**config.mk**
```make
export PLATFORM = sky130hd
export DESIGN_NAME = mult_batch_writer_flat
export DESIGN_NICKNAME = d
export VERILOG_FILES = /design/src/rtl/mult_batch_writer_if.sv /design/src/rtl/mult_batch_writer.sv /design/src/flat_wrapper.sv
export SDC_FILE = /design/constraint.sdc
export NUM_CORES = 1
export LEC_CHECK = 0
export ABC_AREA = 0
export BUFFER_PORTS_ARGS = -buffer_cell sky130_fd_sc_hd__buf_2
export CELL_PAD_IN_SITES_DETAIL_PLACEMENT = 0
export CELL_PAD_IN_SITES_GLOBAL_PLACEMENT = 2
export CORE_AREA = 2 2 102 104
export DETAILED_ROUTE_END_ITERATION = 8
export DIE_AREA = 0 0 104 106
export GPL_TIMING_DRIVEN = 1
export PLACE_DENSITY_LB_ADDON = 0.1
export RECOVER_POWER = 50
export REMOVE_ABC_BUFFERS = 1
export SLEW_MARGIN = 40
export SYNTH_ARGS = -nofsm -noshare
export SYNTH_HDL_FRONTEND = slang
export SYNTH_SLANG_ARGS = --single-unit
```
**constraint.sdc**
```tcl
create_clock -name clk -period 5.29 [get_ports clk]
set_input_delay 0.529 -clock clk [delete_from_list [all_inputs] [get_ports clk]]
set_output_delay 0.529 -clock clk [all_outputs]
set_load 0.02 [all_outputs]
```
**src/rtl/mult_batch_writer_if.sv**
```systemverilog
// Handshake and FIFO-side signal bundle for mult_batch_writer.
// The slave modport is the writer's view; master is the surrounding producer/FIFO/multiplier side.
interface mult_batch_writer_if;
    logic        start_sig;
    logic [4:0]  job_count;
    logic        in_valid;
    logic [7:0]  in_a;
    logic [7:0]  in_b;
    logic        in_ready;
    logic        write_req;
    logic [15:0] fifo_write_data;
    logic [4:0]  left_sig;
    logic        done_sig;
    logic [15:0] product;
    logic        busy;
    logic        batch_done;
    logic [20:0] sum;
    logic [4:0]  result_count;

    modport slave (
        input  start_sig, job_count, in_valid, in_a, in_b, left_sig, done_sig, product,
        output in_ready, write_req, fifo_write_data, busy, batch_done, sum, result_count
    );

    modport master (
        output start_sig, job_count, in_valid, in_a, in_b, left_sig, done_sig, product,
        input  in_ready, write_req, fifo_write_data, busy, batch_done, sum, result_count
    );
endinterface

```
**src/rtl/mult_batch_writer.sv**
```systemverilog
// Batch producer for the 16-deep multiplier operand FIFO: issues up to 16 operand pairs
// without overflowing the FIFO, then accumulates returned products and pulses on completion.
module mult_batch_writer (
    input  logic                 clk,
    input  logic                 rst_n,
    mult_batch_writer_if.slave   bus
);

    typedef enum logic [1:0] {
        IDLE  = 2'd0,
        RUN   = 2'd1,
        DRAIN = 2'd2,
        DONE  = 2'd3
    } state_e;

    state_e      state_q, state_d;
    logic [4:0]  count_q, count_d;
    logic [4:0]  sent_q, sent_d;
    logic [4:0]  result_count_q, result_count_d;
    logic [20:0] sum_q, sum_d;
    logic        write_req_q, write_req_d;
    logic [15:0] wdata_q, wdata_d;

    logic        ready;
    logic        accept;
    logic        collect;
    logic        start_ok;

    // left_sig lags the write strobe by a cycle, so an in-flight write claims one slot.
    assign ready    = (state_q == RUN) && (sent_q != count_q)
                      && (bus.left_sig > {4'b0, write_req_q});
    assign accept   = ready && bus.in_valid;
    assign collect  = ((state_q == RUN) || (state_q == DRAIN)) && bus.done_sig
                      && (result_count_q != count_q);
    assign start_ok = bus.start_sig && (bus.job_count != 5'd0) && (bus.job_count <= 5'd16);

    always_comb begin
        state_d        = state_q;
        count_d        = count_q;
        sent_d         = sent_q;
        result_count_d = result_count_q;
        sum_d          = sum_q;
        write_req_d    = 1'b0;
        wdata_d        = wdata_q;

        case (state_q)
            IDLE: begin
                if (start_ok) begin
                    state_d        = RUN;
                    count_d        = bus.job_count;
                    sent_d         = '0;
                    result_count_d = '0;
                    sum_d          = '0;
                end
            end
            RUN: begin
                if (accept) begin
                    sent_d      = sent_q + 5'd1;
                    write_req_d = 1'b1;
                    wdata_d     = {bus.in_a, bus.in_b};
                    if (sent_q + 5'd1 == count_q) begin
                        state_d = DRAIN;
                    end
                end
            end
            DRAIN: begin
                if (result_count_q == count_q) begin
                    state_d = DONE;
                end
            end
            DONE: begin
                state_d = IDLE;
            end
            default: begin
                state_d = IDLE;
            end
        endcase

        // Collecting the final product wins over the RUN->DRAIN step so DONE follows directly.
        if (collect) begin
            sum_d          = sum_q + {5'b0, bus.product};
            result_count_d = result_count_q + 5'd1;
            if (result_count_q + 5'd1 == count_q) begin
                state_d = DONE;
            end
        end
    end

    always_ff @(posedge clk or negedge rst_n) begin
        if (!rst_n) begin
            state_q        <= IDLE;
            count_q        <= '0;
            sent_q         <= '0;
            result_count_q <= '0;
            sum_q          <= '0;
            write_req_q    <= 1'b0;
            wdata_q        <= '0;
        end else begin
            state_q        <= state_d;
            count_q        <= count_d;
            sent_q         <= sent_d;
            result_count_q <= result_count_d;
            sum_q          <= sum_d;
            write_req_q    <= write_req_d;
            wdata_q        <= wdata_d;
        end
    end

    assign bus.in_ready        = ready;
    assign bus.write_req       = write_req_q;
    assign bus.fifo_write_data = wdata_q;
    assign bus.busy            = (state_q == RUN) || (state_q == DRAIN);
    assign bus.batch_done      = (state_q == DONE);
    assign bus.sum             = sum_q;
    assign bus.result_count    = result_count_q;

endmodule
```
**src/flat_wrapper.sv**
```systemverilog
// flat-port wrapper written by rule: the top's interface ports become plain ports
module mult_batch_writer_flat 
  (clk, rst_n, bus_start_sig, bus_job_count, bus_in_valid, bus_in_a, bus_in_b, bus_left_sig, bus_done_sig, bus_product, bus_in_ready, bus_write_req, bus_fifo_write_data, bus_busy, bus_batch_done, bus_sum, bus_result_count);
  mult_batch_writer_if bus_i ();
  input  logic clk;
  input  logic rst_n;
  input wire logic [$bits(bus_i.start_sig)-1:0] bus_start_sig;
  input wire logic [$bits(bus_i.job_count)-1:0] bus_job_count;
  input wire logic [$bits(bus_i.in_valid)-1:0] bus_in_valid;
  input wire logic [$bits(bus_i.in_a)-1:0] bus_in_a;
  input wire logic [$bits(bus_i.in_b)-1:0] bus_in_b;
  input wire logic [$bits(bus_i.left_sig)-1:0] bus_left_sig;
  input wire logic [$bits(bus_i.done_sig)-1:0] bus_done_sig;
  input wire logic [$bits(bus_i.product)-1:0] bus_product;
  output wire logic [$bits(bus_i.in_ready)-1:0] bus_in_ready;
  output wire logic [$bits(bus_i.write_req)-1:0] bus_write_req;
  output wire logic [$bits(bus_i.fifo_write_data)-1:0] bus_fifo_write_data;
  output wire logic [$bits(bus_i.busy)-1:0] bus_busy;
  output wire logic [$bits(bus_i.batch_done)-1:0] bus_batch_done;
  output wire logic [$bits(bus_i.sum)-1:0] bus_sum;
  output wire logic [$bits(bus_i.result_count)-1:0] bus_result_count;
  assign bus_i.start_sig = bus_start_sig;
  assign bus_i.job_count = bus_job_count;
  assign bus_i.in_valid = bus_in_valid;
  assign bus_i.in_a = bus_in_a;
  assign bus_i.in_b = bus_in_b;
  assign bus_i.left_sig = bus_left_sig;
  assign bus_i.done_sig = bus_done_sig;
  assign bus_i.product = bus_product;
  assign bus_in_ready = bus_i.in_ready;
  assign bus_write_req = bus_i.write_req;
  assign bus_fifo_write_data = bus_i.fifo_write_data;
  assign bus_busy = bus_i.busy;
  assign bus_batch_done = bus_i.batch_done;
  assign bus_sum = bus_i.sum;
  assign bus_result_count = bus_i.result_count;
  mult_batch_writer u_core (.clk(clk), .rst_n(rst_n), .bus(bus_i));
endmodule
```
==> metrics.cfg <==
[job]
maxCapViolations = 1

[sta]
rsz0062_at_grt = no
tns_ns = 0
slew_headroom = -0.2748
worst_pin_slew_ns = 1.912
finalCriticalPeriod_ns = 2.917
finalHoldViolations = 0
worst_clock_skew_ns = 0.008274
finalMaxSlewViolations = 34
max_freq_mhz = 342.9
setup_violations = 0
hold_ws_ns = 0.4395
fin_crit_sh = 0.5513

[pwr]
p_leak_nw = 1.887
vdd_drop_max_uv = 208.3
p_per_area_nw_per_um2 = 602.2

[logic_synthesis]
ys.flop_type = dfrtp_1
synth_area_leader_cell = dfrtp_1
syn_inst = 342
synth_edf_count = 0
synth_cell_type_count = 53
synth_area_leaders = dfrtp_1 (41%), ha_1 (8.5%), mux2_2 (7.0%)
synth-seq-area-share = 0.4059
synth.top_cell.area_share = 0.4059
syn_avg_cell_area_um2 = 9.914
ys_seq_elements = 55
yosys_warnings = 0
async_flop_share = 1.000
netlist_area_um2 = 3391

[placed_design]
gp_congestion = 0.7667
post-dp-hpwl_um = 5966
port-buffer-count = 92

[critical_path]
path_max_fanout = 33
start_kind = primary input
setup.worst_path.class = primary input to async pin
crit_start = rst_n
r2r_cells = 10
cp.required_ns = 5.35
r2r_start = u_core.bus.sum[0]
end_kind = async pin
r2r_slack_ns = 2.60
worstReg2RegEnd = u_core.bus.sum[20]
endpoint = u_core.bus.sum[15]
cp.arrival_ns = 2.98

[grt]
grt.overflow.total = 0
antenna_found_initial = 0
grt_pass1_wl_um = 13750
grt_pass1_vias = 2834
globalRouteTotalUtil = 0.1513
grt_max_degree = 56

[run_status]
status = complete, but fails checks
failed_checks = max-capacitance violations, max-slew violations

[final_layout]
seqCellArea_um2 = 1376
area_growth_pct = 18.93
multi_input_area_um2 = 1904
nFillCells = 1092
final_nets = 500
antenna_cells = 0
drive_above_1_share = 0.2442

[routing]
ant_nets = 0
via_count = 2822
drcViolationCount = 0
viasPerCell = 4.986
drt_iter0_drc = 107
wl_per_cell_um = 14.47
firstDrtPassIters = 4
drt_wl_total_um = 8192

[floorplan]
start_util = 0.3391
dieWidth_um = 104
row_count = 37
die_y_um = 106
coreArea_um2 = 10000
ios = 93
dieArea_um2 = 11020

[clock_tree]
cts_inserted_buffers = 5
clk_path_buf_depth = 2
ctsHtreeMaxLevel = 2
hold_buffers = 0
cts_tree = built
cts_resized = 0
clock_sinks = 55
postCtsSetupBuffers = 0
root_buffer = clkbuf_8
clkTransAtPathRegs_ns = 0.11
clock_latency_ns = 0.31

[hold_path]
holdCritPathClass = primary input to flop

==> worst max-delay path: stages <==
cell and delay [ns]:
buf_2 0.07, clkbuf_1 0.90, clkbuf_1 1.44
==> worst min path at each step <==
stage | slack (ns) | depth (start not counted) | to | from
floorplan | 0.23 | 0 | u_core.bus.fifo_write_data[0] | rst_n
global placement | 0.48 | 1 | u_core.bus.fifo_write_data[1] | u_core.bus.fifo_write_data[1]
detailed placement | 0.49 | 1 | u_core.bus.fifo_write_data[7] | u_core.bus.fifo_write_data[7]
CTS | 0.38 | 2 | u_core.bus.fifo_write_data[11] | rst_n
global route | 0.42 | 2 | u_core.bus.fifo_write_data[6] | bus_in_b[6]
finish | 0.44 | 2 | u_core.bus.fifo_write_data[13] | bus_in_a[5]
==> stage by stage <==
step / instances / setup slack, ns / util / power [mW] / cell area, um2
2_1_floorplan: 326 / 2.672 / - / 1.804 / 3314
3_3_place_gp: 557 / 2.468 / 0.3968 / 2.217 / 3968
3_5_place_dp: 557 / 2.416 / 0.3968 / 2.223 / 3968
4_1_cts: 565 / 2.589 / 0.4062 / 2.488 / 4061
5_1_grt: 566 / 1.778 / 0.4033 / 2.650 / 4033
6_report: 566 / 2.373 / 0.4033 / 2.429 / 4033
==> cell usage in the layout (no fill, tap or decap), types with 9 or more instances in the layout <==
cell type  count
nand2_1       21
nor2_1        10
o21ai_0       27
clkbuf_1      25
dfrtp_1       55
mux2_2        21
a21oi_1        9
xnor2_1       17
ha_1          23
nand3_1       38
a21o_1         9
buf_2         69
xor2_1        14
==> cells in the mapped netlist, types with 2 or more instances <==
| cell | n |
|---|---|
| nor2_1 | 10 |
| mux2i_1 | 3 |
| clkbuf_1 | 6 |
| o21ai_0 | 27 |
| o21ai_1 | 3 |
| a21boi_0 | 3 |
| and3_1 | 3 |
| a21o_1 | 9 |
| a21oi_1 | 9 |
| a22o_1 | 2 |
| nand2_1 | 21 |
| nand3_1 | 38 |
| inv_1 | 8 |
| or4_1 | 3 |
| ha_1 | 23 |
| o21a_1 | 5 |
| dfrtp_1 | 55 |
| buf_1 | 2 |
| mux2_2 | 21 |
| xnor2_1 | 17 |
| a31oi_1 | 4 |
| nor4_1 | 2 |
| nand2b_1 | 3 |
| nor3_1 | 3 |
| o31a_1 | 2 |
| nor2b_1 | 4 |
| o211ai_1 | 5 |
| and2_1 | 3 |
| buf_2 | 6 |
| nand4_1 | 2 |
| xor2_1 | 14 |
| and4_1 | 2 |
| o21bai_1 | 2 |
| o31ai_1 | 3 |
==> flip-flops by register name, indices dropped and copies added (netlist names) <==
signal and flops:
u_core.bus.result_count 5, u_core.state_q 2, u_core.bus.write_req 1, u_core.sent_q 5, u_core.bus.fifo_write_data 16, u_core.count_q 5
u_core.bus.sum 21
==> cells by family after synthesis <==
| group | share of synthesized area |
|---|---|
| simple gates | 0.1487 |
| compound gates | 0.1635 |
| flops | 0.4059 |
| xor+xnor | 0.08007 |
| buf+inv | 0.03247 |
| mux | 0.07860 |
| fa+ha+maj | 0.09078 |
==> per-layer routing <==
layer / up-vias / share of wire / routed length (um) / track usage
met5: - / 0 / 0 / 0
met4: 0 / 0.016 / 131 / 0.04923
met3: 10 / 0.043 / 350 / 0.03188
met2: 60 / 0.44 / 3578 / 0.2331
met1: 1329 / 0.50 / 4132 / 0.2124
li1: 1423 / - / - / -
==> cell type report <==
cell class                 count  share of cell area
multi-input combinational    262              0.4722
sequential                    55              0.3413
timing repair buffer          96              0.1126
tap                          136             0.04220
clock buffer                   5             0.01706
inverter                       9            0.008377
clock inverter                 3            0.006205
==> report_power, final <==
part	switching [mW]	internal, mW	total, mW
registers	0.173	0.604	0.776
logic	0.830	0.571	1.40
clock network	0.154	0.0971	0.251
total	1.16	1.27	2.43
Power figures use the tool's default switching activity.
